<file path="config.mk">
export PLATFORM = sky130hd
export DESIGN_NAME = simd_alu_sequencer
export DESIGN_NICKNAME = d
export VERILOG_FILES = /design/src/rtl/simd_alu_sequencer.sv
export SDC_FILE = /design/constraint.sdc
export NUM_CORES = 1
export LEC_CHECK = 0
export ABC_CLOCK_PERIOD_IN_PS = 6000
export BUFFER_PORTS_ARGS = -buffer_cell sky130_fd_sc_hd__buf_4
export CORE_ASPECT_RATIO = 0.6
export CORE_MARGIN = 2
export CORE_UTILIZATION = 47
export DETAILED_ROUTE_END_ITERATION = 10
export PLACE_DENSITY = 0.89
export SKIP_LAST_GASP = 1
export SLEW_MARGIN = 5
export SYNTH_ARGS = -nofsm -noshare
export SYNTH_HDL_FRONTEND = slang
export SYNTH_SLANG_ARGS = --single-unit
export TNS_END_PERCENT = 50
</file>
<file path="constraint.sdc">
create_clock -name clk -period 6 [get_ports clk]
set_input_delay 0.3 -clock clk [delete_from_list [all_inputs] [get_ports clk]]
set_output_delay 0.3 -clock clk [all_outputs]
set_load 0.02 [all_outputs]
</file>
<file path="src/rtl/simd_alu_sequencer.sv">
`default_nettype none
// ============================================================================
// Module      : simd_alu_sequencer
// Description : Sequences one SIMD lane arithmetic unit over a vector of
//               cmd_count elements. A command (fn, two source bases, a
//               destination base, count) is accepted in IDLE. Operand reads
//               are streamed from the lane scratchpad, the ALU is fed from
//               the read-return stage, and results are written back in read
//               order to dst+i.
// Ports       : clk, reset (async, active-low)
//               cmd_*      : command handshake and fields
//               stall      : suppress read issue this cycle
//               rd_*       : dual-port scratchpad read (data 1 cycle later)
//               alu_*      : drive/return of the combinational ALU
//               wr_*       : result write strobe/address/data
//               busy, done : status (done is a one-cycle completion pulse)
// Revision    : 1.0 - initial release
// ============================================================================
module simd_alu_sequencer #(
    parameter int FUNCTION_BITS = 4,
    parameter int BIT_WIDTH     = 32,
    parameter int ADDR_W        = 10,
    parameter int CNT_W         = 12
) (
    input  logic                     clk,
    input  logic                     reset,
    input  logic                     cmd_valid,
    output logic                     cmd_ready,
    input  logic [FUNCTION_BITS-1:0] cmd_fn,
    input  logic [ADDR_W-1:0]        cmd_src0_addr,
    input  logic [ADDR_W-1:0]        cmd_src1_addr,
    input  logic [ADDR_W-1:0]        cmd_dst_addr,
    input  logic [CNT_W-1:0]         cmd_count,
    input  logic                     stall,
    output logic                     rd_en,
    output logic [ADDR_W-1:0]        rd_addr0,
    output logic [ADDR_W-1:0]        rd_addr1,
    input  logic [BIT_WIDTH-1:0]     rd_data0,
    input  logic [BIT_WIDTH-1:0]     rd_data1,
    output logic [FUNCTION_BITS-1:0] alu_fn,
    output logic [BIT_WIDTH-1:0]     alu_in0,
    output logic [BIT_WIDTH-1:0]     alu_in1,
    input  logic [BIT_WIDTH-1:0]     alu_out,
    output logic                     wr_en,
    output logic [ADDR_W-1:0]        wr_addr,
    output logic [BIT_WIDTH-1:0]     wr_data,
    output logic                     busy,
    output logic                     done
);

    typedef enum logic [1:0] {
        ST_IDLE  = 2'd0,
        ST_RUN   = 2'd1,
        ST_DRAIN = 2'd2,
        ST_DONE  = 2'd3
    } state_t;

    state_t                   r_state;
    state_t                   w_state_next;

    logic [FUNCTION_BITS-1:0] r_fn;
    logic [ADDR_W-1:0]        r_src0;
    logic [ADDR_W-1:0]        r_src1;
    logic [ADDR_W-1:0]        r_dst;
    logic [CNT_W-1:0]         r_count;
    logic [CNT_W-1:0]         r_issued;
    logic [CNT_W-1:0]         r_wr_idx;
    logic                     r_s1_valid;   // read data returning this cycle
    logic                     r_wr_en;
    logic [ADDR_W-1:0]        r_wr_addr;
    logic [BIT_WIDTH-1:0]     r_wr_data;

    logic                     w_accept;
    logic                     w_rd_en;
    logic                     w_cmd_ready;
    logic                     w_done;

    // ------------------------------------------------------------------
    // Next-state / control decode
    // ------------------------------------------------------------------
    always_comb begin
        w_state_next = r_state;
        w_cmd_ready  = 1'b0;
        w_accept     = 1'b0;
        w_rd_en      = 1'b0;
        w_done       = 1'b0;
        case (r_state)
            ST_IDLE: begin
                w_cmd_ready = 1'b1;
                if (cmd_valid) begin
                    w_accept     = 1'b1;
                    w_state_next = (cmd_count == '0) ? ST_DONE : ST_RUN;
                end
            end
            ST_RUN: begin
                if (!stall) begin
                    w_rd_en = 1'b1;
                    // r_count is non-zero here, so count-1 cannot underflow
                    if (r_issued == (r_count - CNT_W'(1))) begin
                        w_state_next = ST_DRAIN;
                    end
                end
            end
            ST_DRAIN: begin
                // With S1 empty, the only remaining item is the write
                // presented this cycle, so completion can follow next cycle.
                if (!r_s1_valid) begin
                    w_state_next = ST_DONE;
                end
            end
            ST_DONE: begin
                w_done       = 1'b1;
                w_state_next = ST_IDLE;
            end
            default: w_state_next = ST_IDLE;
        endcase
    end

    // ------------------------------------------------------------------
    // State, command latch and pipeline registers
    // ------------------------------------------------------------------
    always_ff @(posedge clk or negedge reset) begin
        if (!reset) begin
            r_state    <= ST_IDLE;
            r_fn       <= '0;
            r_src0     <= '0;
            r_src1     <= '0;
            r_dst      <= '0;
            r_count    <= '0;
            r_issued   <= '0;
            r_wr_idx   <= '0;
            r_s1_valid <= 1'b0;
            r_wr_en    <= 1'b0;
            r_wr_addr  <= '0;
            r_wr_data  <= '0;
        end else begin
            r_state <= w_state_next;

            if (w_accept) begin
                r_fn    <= cmd_fn;
                r_src0  <= cmd_src0_addr;
                r_src1  <= cmd_src1_addr;
                r_dst   <= cmd_dst_addr;
                r_count <= cmd_count;
            end

            if (w_accept) begin
                r_issued <= '0;
            end else if (w_rd_en) begin
                r_issued <= r_issued + CNT_W'(1);
            end

            // Pipeline advances every cycle; stall only gates new issue.
            r_s1_valid <= w_rd_en;
            r_wr_en    <= r_s1_valid;

            if (w_accept) begin
                r_wr_idx <= '0;
            end else if (r_s1_valid) begin
                r_wr_idx <= r_wr_idx + CNT_W'(1);
            end

            if (r_s1_valid) begin
                r_wr_data <= alu_out;
                r_wr_addr <= r_dst + ADDR_W'(r_wr_idx);
            end
        end
    end

    // ------------------------------------------------------------------
    // Outputs
    // ------------------------------------------------------------------
    assign cmd_ready = w_cmd_ready;
    assign rd_en     = w_rd_en;
    // Addresses wrap modulo 2^ADDR_W; zero outside RUN.
    assign rd_addr0  = (r_state == ST_RUN) ? (r_src0 + ADDR_W'(r_issued)) : '0;
    assign rd_addr1  = (r_state == ST_RUN) ? (r_src1 + ADDR_W'(r_issued)) : '0;
    assign alu_fn    = (r_state == ST_IDLE) ? '0 : r_fn;
    assign alu_in0   = r_s1_valid ? rd_data0 : '0;
    assign alu_in1   = r_s1_valid ? rd_data1 : '0;
    assign wr_en     = r_wr_en;
    assign wr_addr   = r_wr_addr;
    assign wr_data   = r_wr_data;
    assign busy      = (r_state != ST_IDLE);
    assign done      = w_done;

endmodule
`default_nettype wire
</file>
==> results of run 1 <==
synthesized netlist by cell type, types with 13 or more instances:
| cell type | n | share of area (%) |
|---|---|---|
| dfrtp_1 | 114 | 43 |
| clkbuf_1 | 29 | 1.6 |
| nor2_1 | 38 | 2.2 |
| xor2_1 | 22 | 2.9 |
| ha_1 | 34 | 6.4 |
| o21ai_0 | 13 | 0.98 |
| inv_1 | 17 | 0.96 |
| xnor2_1 | 21 | 2.8 |
| and2_1 | 69 | 6.5 |
| nand2_1 | 157 | 8.9 |
| a21oi_1 | 27 | 2.0 |
| mux2_2 | 36 | 6.1 |
layer usage:
layer  up-vias  wire length [um]  track usage [%]  part of all wire, %
met4         0                44             3.64                 0.23
met5         -                 0                0                    0
met2       236              8110             35.9                   43
met3         4              1640             6.84                  8.7
met1      2875              9160             37.3                   48
li1       2954                 -                -                    -
sequential cells by signal, indices dropped and copies added (netlist names):
register    cells
r_src1         10
r_s1_valid      1
wr_addr        10
r_count        12
r_dst          10
wr_en           1
r_state         2
r_src0         10
r_wr_idx       10
wr_data        32
r_issued       12
r_fn            4
worst register-to-register path: cells and delay by family, from the launching register on:
family,cells,cell delay (ns)
and+or+nand+nor,4,1.45
buffers and inverters,1,0.11
adders and majority gates,1,0.51
AOI/OAI and AO/OA,1,0.15
DFF,1,0.40
metrics by stage:
stage	util, %	power [mW]	instance area (um2)	std cells
floorplan	-	2.73	6620	711
global placement	64.6	3.53	8860	1154
detailed placement	64.6	3.59	8860	1154
CTS	69.2	4.68	9480	1186
global route	69.2	4.97	9480	1186
finish	69.2	4.66	9480	1186
cell families (layout without fill, tap and decap cells):
logic type | count (synthesis) | in the layout | share of synthesized area [%]
mux | 42 | 42 | 7.03
buf+inv | 51 | 334 | 3.02
flops | 114 | 114 | 43.1
fa+ha+maj | 37 | 37 | 7.33
xor+xnor | 43 | 43 | 5.69
compound gates | 89 | 89 | 9.30
simple gates | 335 | 335 | 24.5
layout make-up:
cell class | count | area [um2]
clock buffers | 17 | 425
clock inverters | 15 | 195
fillers | 1084 | 4230
inverters | 19 | 71.3
multi-input cells | 546 | 3570
flip-flops and latches | 114 | 2860
well taps | 192 | 240
repair buffers | 283 | 2120
power groups by stage:
stage	clock network, mW	logic (mW)	registers [mW]
detailed placement	0	2.18	1.41
finish	1.07	2.19	1.41
CTS	1.08	2.20	1.40
global route	1.12	2.40	1.46
global placement	0	2.14	1.39
floorplan	0	1.27	1.46
worst min path at each step:
stage	endpoint	cells past startpoint	startpoint
2_1_floorplan	r_count[0]	0	reset
3_3_place_gp	r_fn[0]	1	reset
3_5_place_dp	r_fn[0]	1	reset
4_1_cts	r_fn[0]	1	reset
5_1_grt	r_fn[0]	1	reset
6_report	r_fn[0]	1	reset
==> flow_summary.yaml, run 1 <==
outcome:
  outcome: "complete, but fails checks"
  violations: "hold timing"
cts:
  path_clk_slew_ns: 0.06
  htreeDepth: 4
  cts-root-buf: "clkbuf_16"
  cts_buffer_depth: 2
  post_cts_buffers: 0
  post_cts_resized: 0
  tritoncts: "yes"
  cts_hold_buf: 0
  worstSkewPairLatency_ns: 0.40
  cts.sinks: 114
  cts_buffers: 17
floorplanning:
  ios: 281
  start_util_pct: 48.3
  die_h_um: 95.9
  dieWidth_um: 157
  row_count: 33
  dieArea_mm2: 0.0151
  core-area_mm2: 0.0137
finish:
  final_cell_mix: "283 x buf_4, 157 x nand2_1, 113 x dfrtp_1"
  area_delta_synth_final_pct: 43.2
  nets: 1164
  final_common_cell: "buf_4"
  drive_above_1_share_pct: 36.9
  antennaDiodeCount: 0
logic_synthesis:
  seq_area_frac_synth_pct: 43.1
  synth_cell_types: 60
  ys_ff_latch: 114
  syn-mean-instance-area_um2: 9.31
  syn_area_mm2: 0.00662
  synth_edf_count: 0
  synth-async-reset-ratio_pct: 100
  postSynthNetCount: 894
  ys.flop_type: "dfrtp_1"
  yosysWarnings: 0
  netlist_instances: 711
critical_path:
  cp_slowest_stage_delay_ns: 0.48
  path_max_fanout: 7
  reg2reg_depth: 7
  startpoint: "r_issued[0]"
  arrival_ns: 3.04
  path_cells: "ha_1 > fa_1 > a21o_1 > a21oi_1 > o21bai_1 > a2111o_1 > and3_1 > nor3_1 > buf_4"
  critPathLaunchType: "flip-flop"
  crit_end: "rd_addr0[8]"
  end_kind: "output pin"
  r2r_end: "r_issued[10]"
  critical_path_required_ns: 5.70
  crit_type: "reg -> out"
  rrSetupSlack_ns: 3.30
  crit_slowest_cell: "dfrtp_1"
  critPathTopFamily: "compound AO/OA/AOI/OAI gates"
  critPathBufInv: 1
  r2r_start: "r_state[1]"
  crit_cells: 9
power:
  p_leak_nw: 4.92
  p_int_mw: 2.75
  power_switching_mw: 1.91
  power_density_mw_per_mm2: 492
  p_clk_share_pct: 22.8
  p_sw_share_pct: 41.0
  vdd_drop_max_mv: 0.468
  p_seq_share_pct: 30.2
  pwr-share-comb_pct: 47.0
routing:
  drc_errors: 0
  firstDrtPassIters: 8
  wl_per_cell_um: 16.0
  detail-route-antenna-nets: 0
  vias: 6069
  vias_per_cell: 5.12
  drt-initial-drc-count: 385
  wl_um: 19000
sta:
  holdWs_ns: -0.0187
  post-route-period-util_pct: 55.7
  fmax_mhz: 299
  setup_viol: 0
  setup-tns-final_ns: 0
  fin_ws_ns: 2.66
  rsz0062_at_grt: "false"
  slew_headroom_pct: 29.9
  tightest_slew_ns: 1.05
  fin_skew_ns: 0.0128
  finalMaxSlewViolations: 0
  finalCriticalPeriod_ns: 3.34
  hold_viol_final: 22
placement:
  io_buffer_count: 280
  dp_hpwl_um: 14100
  pre_cts_ws_ns: 3.08
  gp_congestion: 0.887
grt:
  first_global_vias: 5934
  antenna_found_initial: 0
  grt_max_degree: 115
  grt_pass1_wl_um: 29400
  grt.overflow.total: 0
  grt_util_all_layers_pct: 24.7
job:
  drv_cap: 0
min_path:
  hold_path.class: "in -> async"
No activity file was read; power rests on OpenSTA's default activity.
==> run 2: changes to the inputs <==
- ABC_CLOCK_PERIOD_IN_PS: 6000 -> 3300
- clock period: 6 -> 3.3 ns (I/O delays scaled with it)
==> run 2 against run 1 <==
Compared with the run above: the run now ends clean; routed wire length is 15% higher; design area is 7.7% higher; worst setup slack worse by 2.5 ns; global-route usage is 3.5 points higher; critical path depth stayed put; clock power is 69% higher; sequential share of layout area is 2.2 points lower; clock-buffer cell count is 1 higher; first-iteration DRC count is 19% higher; die area stayed put.
==> flow_summary.yaml, run 2 (same netlist as run 1, synthesis figures left out) <==
finish:
  antennaDiodeCount: 0
  nets: 1240
  area_delta_synth_final_pct: 54.3
  largest_register_ffs: 32
  drive_above_1_share_pct: 34.9
  final_common_cell: "buf_4"
  final_cells: 1262
  utilization_pct: 74.5
  final_cell_mix: "286 x buf_4, 157 x nand2_1, 113 x dfrtp_1"
min_path:
  min_path_cells: 3
  hold_end: "r_count[5]"
  hold_path.class: "in -> reg"
  hold_start: "cmd_count[5]"
sta:
  slew_headroom_pct: 54.7
  finalMaxSlewViolations: 0
  setup_viol: 0
  hold_viol_final: 0
  rsz0062_at_grt: "true"
  post-route-period-util_pct: 96.4
  finalCriticalPeriod_ns: 3.18
  fin_skew_ns: 0.0148
  fmax_mhz: 314
  setup-tns-final_ns: 0
  tightest_slew_ns: 0.680
job:
  drv_cap: 0
power:
  p_seq_share_pct: 29.5
  p_leak_nw: 5.23
  p_sw_share_pct: 42.4
  totalPowerFinal_mw: 8.60
  power_switching_mw: 3.64
  pwr-share-comb_pct: 49.4
  p_int_mw: 4.96
  p_clk_share_pct: 21.1
  vdd_drop_max_mv: 0.657
  power_density_mw_per_mm2: 842
cts:
  cts_buffer_depth: 2
  path_clk_slew_ns: 0.06
  cts-root-buf: "clkbuf_16"
  htreeDepth: 4
  post_cts_buffers: 0
  cts.sinks: 114
  cts_buffers: 17
  worstSkewPairLatency_ns: 0.40
  tritoncts: "yes"
grt:
  first_global_vias: 6602
  grt_pass1_wl_um: 32900
  antenna_found_initial: 0
  grt_max_degree: 85
  grt.overflow.total: 0
  grt_util_all_layers_pct: 28.2
floorplanning:
  core-area_mm2: 0.0137
  row_count: 33
  die_h_um: 95.9
  dieArea_mm2: 0.0151
  dieWidth_um: 157
  start_util_pct: 48.3
  ios: 281
critical_path:
  r2r_end: "wr_addr[8]"
  r2r_start: "r_wr_idx[0]"
  critPathLaunchType: "flip-flop"
  crit_type: "reg -> out"
  critical_path_required_ns: 3.13
  rrSetupSlack_ns: 1.01
  end_kind: "output pin"
  path_max_fanout: 7
  arrival_ns: 3.02
  reg2reg_depth: 9
routing:
  detail-route-antenna-nets: 0
  wl_um: 21800
  drc_errors: 0
  drt-initial-drc-count: 458
  vias: 6540
  vias_per_cell: 5.18
  firstDrtPassIters: 5
  wl_per_cell_um: 17.3
placement:
  dp_hpwl_um: 15000
  io_buffer_count: 280
  gp_congestion: 0.930
  dp.cells: 1158
outcome:
  outcome: "completed"
==> run 2: changes by cell type in the layout (fill, tap and decap cells not counted), sizes merged <==
cell,change
buf,+4
bufinv,-2
clkbuf,+1
clkinv,-1
clkinvlp,+1
dlygate4sd3,+72
inv,+1
==> run 2: what timing repair did <==
action	CTS	global route
hold buffers	71	1
endpoints found under the hold margin	120	1
resized for setup	0	2
endpoints found under the setup margin	0	2
==> run 2: cell type report <==
type	count	area, um2
clock buffer	18	439
inverter	19	71.3
tap	192	240
sequential	114	2860
multi-input combinational	546	3580
fill	949	3490
clock inverter	14	143
timing repair buffer	359	2890
==> run 2: stage by stage <==
step	worst slack (ns)	hold slack [ns]	area, um2
6_report	0.118	0.0138	10200
5_1_grt	-0.0255	0.000371	10200
4_1_cts	0.0591	0.00243	10200
3_5_place_dp	0.499	0.244	8900
3_3_place_gp	0.569	0.241	8900
2_1_floorplan	0.564	-0.131	6620
==> run 2: power by group through the flow <==
stage / clock [mW] / sequential, mW / combinational [mW]
floorplan: 0 / 2.66 / 2.30
global placement: 0 / 2.47 / 3.97
detailed placement: 0 / 2.50 / 4.08
CTS: 1.83 / 2.49 / 4.19
global route: 1.91 / 2.60 / 4.59
finish: 1.81 / 2.54 / 4.25
==> run 2: worst max-delay path by stage <==
stage / startpoint / end / slack, ns / cells after the start
3_5_place_dp: r_issued[0] / rd_addr0[8] / 0.50 / 9
5_1_grt: r_issued[0] / rd_addr0[8] / -0.03 / 9
4_1_cts: r_issued[0] / rd_addr0[8] / 0.06 / 9
2_1_floorplan: r_issued[0] / rd_addr1[8] / 0.56 / 8
3_3_place_gp: r_issued[0] / rd_addr0[8] / 0.57 / 9
6_report: r_issued[0] / rd_addr0[8] / 0.12 / 9
==> run 2: worst max-delay path, cell delays in order, from the launching register on <==
cell	delay [ns]
dfrtp_1	0.48
ha_1	0.26
fa_1	0.41
a21o_1	0.19
a21oi_2	0.21
o21bai_1	0.11
a2111o_1	0.44
and3_1	0.17
nor3_1	0.18
buf_4	0.17
==> run 2: metal layers <==
| layer | GRT usage [%] | vias up | wire, um |
|---|---|---|---|
| met2 | 44.4 | 269 | 9920 |
| met3 | 7.52 | 28 | 1680 |
| met1 | 39.0 | 3150 | 9850 |
| met4 | 7.20 | 0 | 345 |
| met5 | 0 | - | 0 |
| li1 | - | 3093 | - |
